===== src/rtl/store_merge_unit_if.sv =====
// Store merge unit bus: the pipeline request and status signals together with the word-wide data memory port.
// Pure signal bundle; it has no storage and adds no latency.
// The pipeline side watches busy and the memory side has no backpressure.
interface store_merge_unit_if;
  logic        start;
  logic [2:0]  store_mode;
  logic [31:0] addr;
  logic [31:0] store_value;
  logic        busy;
  logic        done;
  logic        align_error;
  logic [31:0] mem_addr;
  logic        mem_rd_en;
  logic [31:0] mem_rd_data;
  logic        mem_wr_en;
  logic [31:0] mem_wr_data;

  // Unit side: takes requests and read data, drives status and memory strobes.
  modport slave (
    input  start, store_mode, addr, store_value, mem_rd_data,
    output busy, done, align_error, mem_addr, mem_rd_en, mem_wr_en, mem_wr_data
  );

  // Pipeline/memory side: the mirror image of the unit side.
  modport master (
    output start, store_mode, addr, store_value, mem_rd_data,
    input  busy, done, align_error, mem_addr, mem_rd_en, mem_wr_en, mem_wr_data
  );
endinterface


===== src/rtl/store_merge_unit.sv =====
// Writes SW/SH/SB stores into word-wide memory; byte and halfword stores go through a read-modify-write.
// Latency: a word store writes 1 cycle after acceptance; a byte or halfword store writes 3 cycles after acceptance.
// busy stalls the pipeline and start is ignored outside IDLE; a misaligned request only pulses align_error.
module store_merge_unit (
  input  logic               clk,
  input  logic               rst_n,
  store_merge_unit_if.slave  smu_if
);

  typedef enum logic [1:0] {
    ST_IDLE  = 2'd0,
    ST_READ  = 2'd1,
    ST_MERGE = 2'd2,
    ST_WRITE = 2'd3
  } state_e;

  state_e      state_q, state_d;
  logic [2:0]  mode_q, mode_d;
  logic [31:0] addr_q, addr_d;
  // Holds the latched store value until MERGE, then holds the merged word.
  logic [31:0] data_q, data_d;
  logic        align_err_q, align_err_d;

  logic        req_byte;
  logic        req_half;
  logic        req_misaligned;
  logic        lat_byte;
  logic        lat_half;
  logic [31:0] merged;

  // Classify the incoming request; byte stores can never be misaligned.
  always_comb begin
    req_byte       = (smu_if.store_mode == 3'd1);
    req_half       = (smu_if.store_mode == 3'd2);
    req_misaligned = 1'b0;
    if (req_half) begin
      req_misaligned = smu_if.addr[0];
    end else if (!req_byte) begin
      req_misaligned = (smu_if.addr[1:0] != 2'b00);
    end
  end

  // Replace the addressed lane of the read word; every other bit passes through untouched.
  always_comb begin
    lat_byte = (mode_q == 3'd1);
    lat_half = (mode_q == 3'd2);
    merged   = smu_if.mem_rd_data;
    if (lat_byte) begin
      case (addr_q[1:0])
        2'd0:    merged[7:0]   = data_q[7:0];
        2'd1:    merged[15:8]  = data_q[7:0];
        2'd2:    merged[23:16] = data_q[7:0];
        default: merged[31:24] = data_q[7:0];
      endcase
    end else if (lat_half) begin
      if (addr_q[1]) begin
        merged[31:16] = data_q[15:0];
      end else begin
        merged[15:0]  = data_q[15:0];
      end
    end
  end

  // Next-state logic: accept in IDLE, then READ -> MERGE -> WRITE for sub-word stores.
  always_comb begin
    state_d     = state_q;
    mode_d      = mode_q;
    addr_d      = addr_q;
    data_d      = data_q;
    align_err_d = 1'b0;
    case (state_q)
      ST_IDLE: begin
        if (smu_if.start) begin
          if (req_misaligned) begin
            align_err_d = 1'b1;
          end else begin
            mode_d  = smu_if.store_mode;
            addr_d  = smu_if.addr;
            data_d  = smu_if.store_value;
            state_d = (req_byte || req_half) ? ST_READ : ST_WRITE;
          end
        end
      end
      ST_READ: begin
        state_d = ST_MERGE;
      end
      ST_MERGE: begin
        data_d  = merged;
        state_d = ST_WRITE;
      end
      ST_WRITE: begin
        state_d = ST_IDLE;
      end
      default: begin
        state_d = ST_IDLE;
      end
    endcase
  end

  // State and latched request; reset aborts any request in flight.
  always_ff @(posedge clk or negedge rst_n) begin
    if (!rst_n) begin
      state_q     <= ST_IDLE;
      mode_q      <= 3'd0;
      addr_q      <= 32'd0;
      data_q      <= 32'd0;
      align_err_q <= 1'b0;
    end else begin
      state_q     <= state_d;
      mode_q      <= mode_d;
      addr_q      <= addr_d;
      data_q      <= data_d;
      align_err_q <= align_err_d;
    end
  end

  // Outputs are decoded from registered state only, so no input reaches an output in the same cycle.
  assign smu_if.busy        = (state_q != ST_IDLE);
  assign smu_if.done        = (state_q == ST_WRITE);
  assign smu_if.align_error = align_err_q;
  assign smu_if.mem_addr    = {addr_q[31:2], 2'b00};
  assign smu_if.mem_rd_en   = (state_q == ST_READ);
  assign smu_if.mem_wr_en   = (state_q == ST_WRITE);
  assign smu_if.mem_wr_data = data_q;

endmodule


===== src/flat_wrapper.sv =====
// flat-port wrapper written by rule: the top's interface ports become plain ports
module store_merge_unit_flat 
  (clk, rst_n, smu_if_start, smu_if_store_mode, smu_if_addr, smu_if_store_value, smu_if_mem_rd_data, smu_if_busy, smu_if_done, smu_if_align_error, smu_if_mem_addr, smu_if_mem_rd_en, smu_if_mem_wr_en, smu_if_mem_wr_data);
  store_merge_unit_if smu_if_i ();
  input  logic clk;
  input  logic rst_n;
  input wire logic [$bits(smu_if_i.start)-1:0] smu_if_start;
  input wire logic [$bits(smu_if_i.store_mode)-1:0] smu_if_store_mode;
  input wire logic [$bits(smu_if_i.addr)-1:0] smu_if_addr;
  input wire logic [$bits(smu_if_i.store_value)-1:0] smu_if_store_value;
  input wire logic [$bits(smu_if_i.mem_rd_data)-1:0] smu_if_mem_rd_data;
  output wire logic [$bits(smu_if_i.busy)-1:0] smu_if_busy;
  output wire logic [$bits(smu_if_i.done)-1:0] smu_if_done;
  output wire logic [$bits(smu_if_i.align_error)-1:0] smu_if_align_error;
  output wire logic [$bits(smu_if_i.mem_addr)-1:0] smu_if_mem_addr;
  output wire logic [$bits(smu_if_i.mem_rd_en)-1:0] smu_if_mem_rd_en;
  output wire logic [$bits(smu_if_i.mem_wr_en)-1:0] smu_if_mem_wr_en;
  output wire logic [$bits(smu_if_i.mem_wr_data)-1:0] smu_if_mem_wr_data;
  assign smu_if_i.start = smu_if_start;
  assign smu_if_i.store_mode = smu_if_store_mode;
  assign smu_if_i.addr = smu_if_addr;
  assign smu_if_i.store_value = smu_if_store_value;
  assign smu_if_i.mem_rd_data = smu_if_mem_rd_data;
  assign smu_if_busy = smu_if_i.busy;
  assign smu_if_done = smu_if_i.done;
  assign smu_if_align_error = smu_if_i.align_error;
  assign smu_if_mem_addr = smu_if_i.mem_addr;
  assign smu_if_mem_rd_en = smu_if_i.mem_rd_en;
  assign smu_if_mem_wr_en = smu_if_i.mem_wr_en;
  assign smu_if_mem_wr_data = smu_if_i.mem_wr_data;
  store_merge_unit u_core (.clk(clk), .rst_n(rst_n), .smu_if(smu_if_i));
endmodule

===== config.mk =====
export PLATFORM = sky130hd
export DESIGN_NAME = store_merge_unit_flat
export DESIGN_NICKNAME = d
export VERILOG_FILES = /design/src/rtl/store_merge_unit_if.sv /design/src/rtl/store_merge_unit.sv /design/src/flat_wrapper.sv
export SDC_FILE = /design/constraint.sdc
export NUM_CORES = 1
export LEC_CHECK = 0
export ABC_AREA = 1
export CORE_AREA = 8 8 107 109
export CTS_BUF_LIST = sky130_fd_sc_hd__clkbuf_2
export CTS_CLUSTER_SIZE = 30
export DETAILED_ROUTE_END_ITERATION = 16
export DIE_AREA = 0 0 115 117
export PLACE_DENSITY = 0.82
export REMOVE_ABC_BUFFERS = 1
export SYNTH_ARGS = -nofsm -noshare
export SYNTH_HDL_FRONTEND = slang
export SYNTH_SLANG_ARGS = --single-unit

===== constraint.sdc =====
create_clock -name clk -period 2.4 [get_ports clk]
set_clock_uncertainty 0.15 [all_clocks]
set_input_delay 0.48 -clock clk [delete_from_list [all_inputs] [get_ports clk]]
set_output_delay 0.48 -clock clk [all_outputs]
set_load 0.01 [all_outputs]

==> metrics <==
ANT cells 0; RSZ-0062 raised after global routing false; FF+latch count, synth 70; vias in the first global route 4456; synth unique cells 27; Max Clk Rate 436.6 MHz; Cell Area, Placed 0.005868 mm^2; 1st-iter DRT viols 213; antenna violations before repair 0; most frequent cells in the layout nand2_1 (233), clkdlybuf4s50_1 (163), dfrtp_1 (70), nand3_1 (60), o21ai_0 (25); Syn Inst Count 577; P_sw 3.023 mW; Core Area 0.009907 mm^2; sequential share of power 31.3%; Slew Limit Headroom 40.18%; DP HPWL 10200 um; Synth Cell Area 0.004367 mm^2; cts bufs inserted 9; vias 4281; Ports 171; area of the multi-input gates 0.002066 mm^2; register area share after synthesis 40.11%; CTS max path bufs 2; proportion of layout cells with a drive suffix above 1 9.831%; Hold EP u_core.addr_q[12]; required time worst endpoint 1.77 ns; Clock Tree Root clkbuf_2; Worst Setup Slack, final 0.1097 ns; combinational power share 60.5%; max incr delay on CP 0.45 ns; die area 0.01346 mm^2; Worst Min Path Start smu_if_addr[12]; die height 117 um; Layout area overhead 36.45%; Sink Count 70; period utilization 95.43%; # fillers 921; drt pass-1 iters 4; max cap viols 0; Leak 2.871 nW; R2R depth 7; worst slew pin tran 0.8972 ns; Final Hold Viols 0; Hold Path Class in -> reg; vias per cell 5.048; # H-tree levels 3; std cell rows 37; nets 816; Main synth FF type dfrtp_1; crit path time final 2.290 ns; mean post-synth cell area 7.568 um^2; EDFF count, synth 0; post-route cell area 0.005958 mm^2; internal power 3.708 mW; CP Class reg -> out; first-pass GRT wire length 21800 um; clock slew at reported path FFs 0.20 ns; placer congestion estimate 0.8307; Tot GR Track Use 20.53%; final setup fails 0; Clock power frac 8.2%; DR DRC count 0; CP Launch Type flop; Reg-to-Reg Start u_core.mode_q[1]; Congestion Overflow GR 0; Max rail drop VDD 0.0006033 V; worst hold slack 0.3042 ns; Port Buffer Count 168; WL per Instance 15.97 um; ys async rst share 100.0%; worst path arrival time 1.66 ns; Worst R2R End u_core.smu_if.mem_wr_data[3]; switching part of the total 44.91%; Ys Warns 0; r2r setup slk 0.38 ns; utilization after layout 60.14%; most common cell after layout, fill and taps aside nand2_1; CP Cell Sequence inv_2 -> ha_2 -> inv_1 -> dlygate4sd2_1; Clock Latency Late Sink 0.53 ns; CP max-delay cell dfrtp_1; nature of the critical path endpoint output pin; final-report max-slew violation count 0; largest net degree at the start of global routing 71; status complete, no violations; antenna violation net count after detailed routing 0; WL final 13540 um; Hold Path Stages 3; crit path max fanout 5; dpl ws 0.1326 ns; Die W 115 um; Initial Util 44.08%; pwr/cell area 1130 mW/mm^2; register area 0.001752 mm^2; CTS tree done
-- power by group through the flow --
stage | Clock [mW] | Sequential [mW] | Combinational (mW)
detailed placement | 0 | 2.12 | 4.08
global route | 0.609 | 2.17 | 4.51
finish | 0.551 | 2.11 | 4.07
CTS | 0.565 | 2.10 | 4.09
floorplan | 0 | 2.33 | 1.88
global placement | 0 | 2.11 | 3.94
-- cell type report --
type / instances / area share [%]
Timing Repair Buffer: 179 / 29.74
Clock inverter: 6 / 0.5040
Sequential cell: 70 / 29.40
Multi-Input combinational cell: 415 / 34.67
Inverter: 33 / 2.079
Clock buffer: 9 / 0.7560
Tap cell: 136 / 2.856
-- per-layer routing --
layer  GRT usage [%]  share of wire [%]  vias to the layer above
li1                -                  -                     2080
met1           23.25                 39                     1991
met2           34.68                 47                      186
met3           7.337                 11                       24
met4           8.319                2.3                        0
met5               0                  0                        -
-- state kept, by name (all words and copies together), names as in the netlist --
| signal | flops |
|---|---|
| u_core.addr_q | 32 |
| u_core.smu_if.mem_wr_data | 32 |
| u_core.mode_q | 3 |
| u_core.state_q | 2 |
| u_core.smu_if.align_error | 1 |
-- worst max-delay path by stage --
stage                                    endpoint  slack [ns]            startpoint  cells past startpoint
finish                                smu_if_busy        0.11     u_core.state_q[0]                      4
global route                          smu_if_busy        0.02     u_core.state_q[0]                      4
CTS                                   smu_if_busy        0.04     u_core.state_q[0]                      4
detailed placement  u_core.smu_if.mem_wr_data[23]        0.13  smu_if_store_mode[1]                      8
global placement    u_core.smu_if.mem_wr_data[23]        0.23  smu_if_store_mode[1]                      8
floorplan           u_core.smu_if.mem_wr_data[16]       -0.39     u_core.state_q[0]                      9
-- worst max-delay path, delay by kind of cell, from the launching register on --
kind	cells	cell delay, ns
adders and majority gates	1	0.21
buffers and inverters	3	0.49
DFF	1	0.45
-- synth_stat cells (9+ instances only) --
library cell | n | share of area (%)
a21oi_1 | 18 | 2.1
buf_2 | 9 | 1.0
buf_4 | 38 | 6.5
dfrtp_1 | 70 | 40
inv_1 | 26 | 2.2
nand2_1 | 233 | 20
nand3_1 | 60 | 6.9
o21ai_0 | 25 | 2.9
o21bai_1 | 16 | 2.8
or2_2 | 16 | 2.3
-- stage by stage --
step,TNS [ns],instances,total power [mW]
after CTS,0,848,6.762
after detailed placement,0,831,6.209
after global placement,0,831,6.051
after floorplan,-12.66,518,4.210
after global routing,0,848,7.290
final,0,848,6.731
-- kinds of logic after synthesis --
| kind of cell | after synthesis | share of synthesized area (%) |
|---|---|---|
| multiplexers | 8 | 2.063 |
| flip-flops | 70 | 40.11 |
| adder cells (fa/ha/maj) | 6 | 1.719 |
| AO/OA/AOI/OAI | 59 | 7.679 |
| buffers and inverters | 93 | 12.72 |
| other | 1 | 0.08588 |
| AND/OR/NAND/NOR | 340 | 35.62 |
-- what timing repair did --
item                                   CTS  global route
hold buffers                             1             0
setup endpoints to repair                2             1
endpoints found under the hold margin   70             0
buffers inserted                         1             0
gates resized for setup                  5             2
Note: power is estimated with default switching activity, not from simulation.
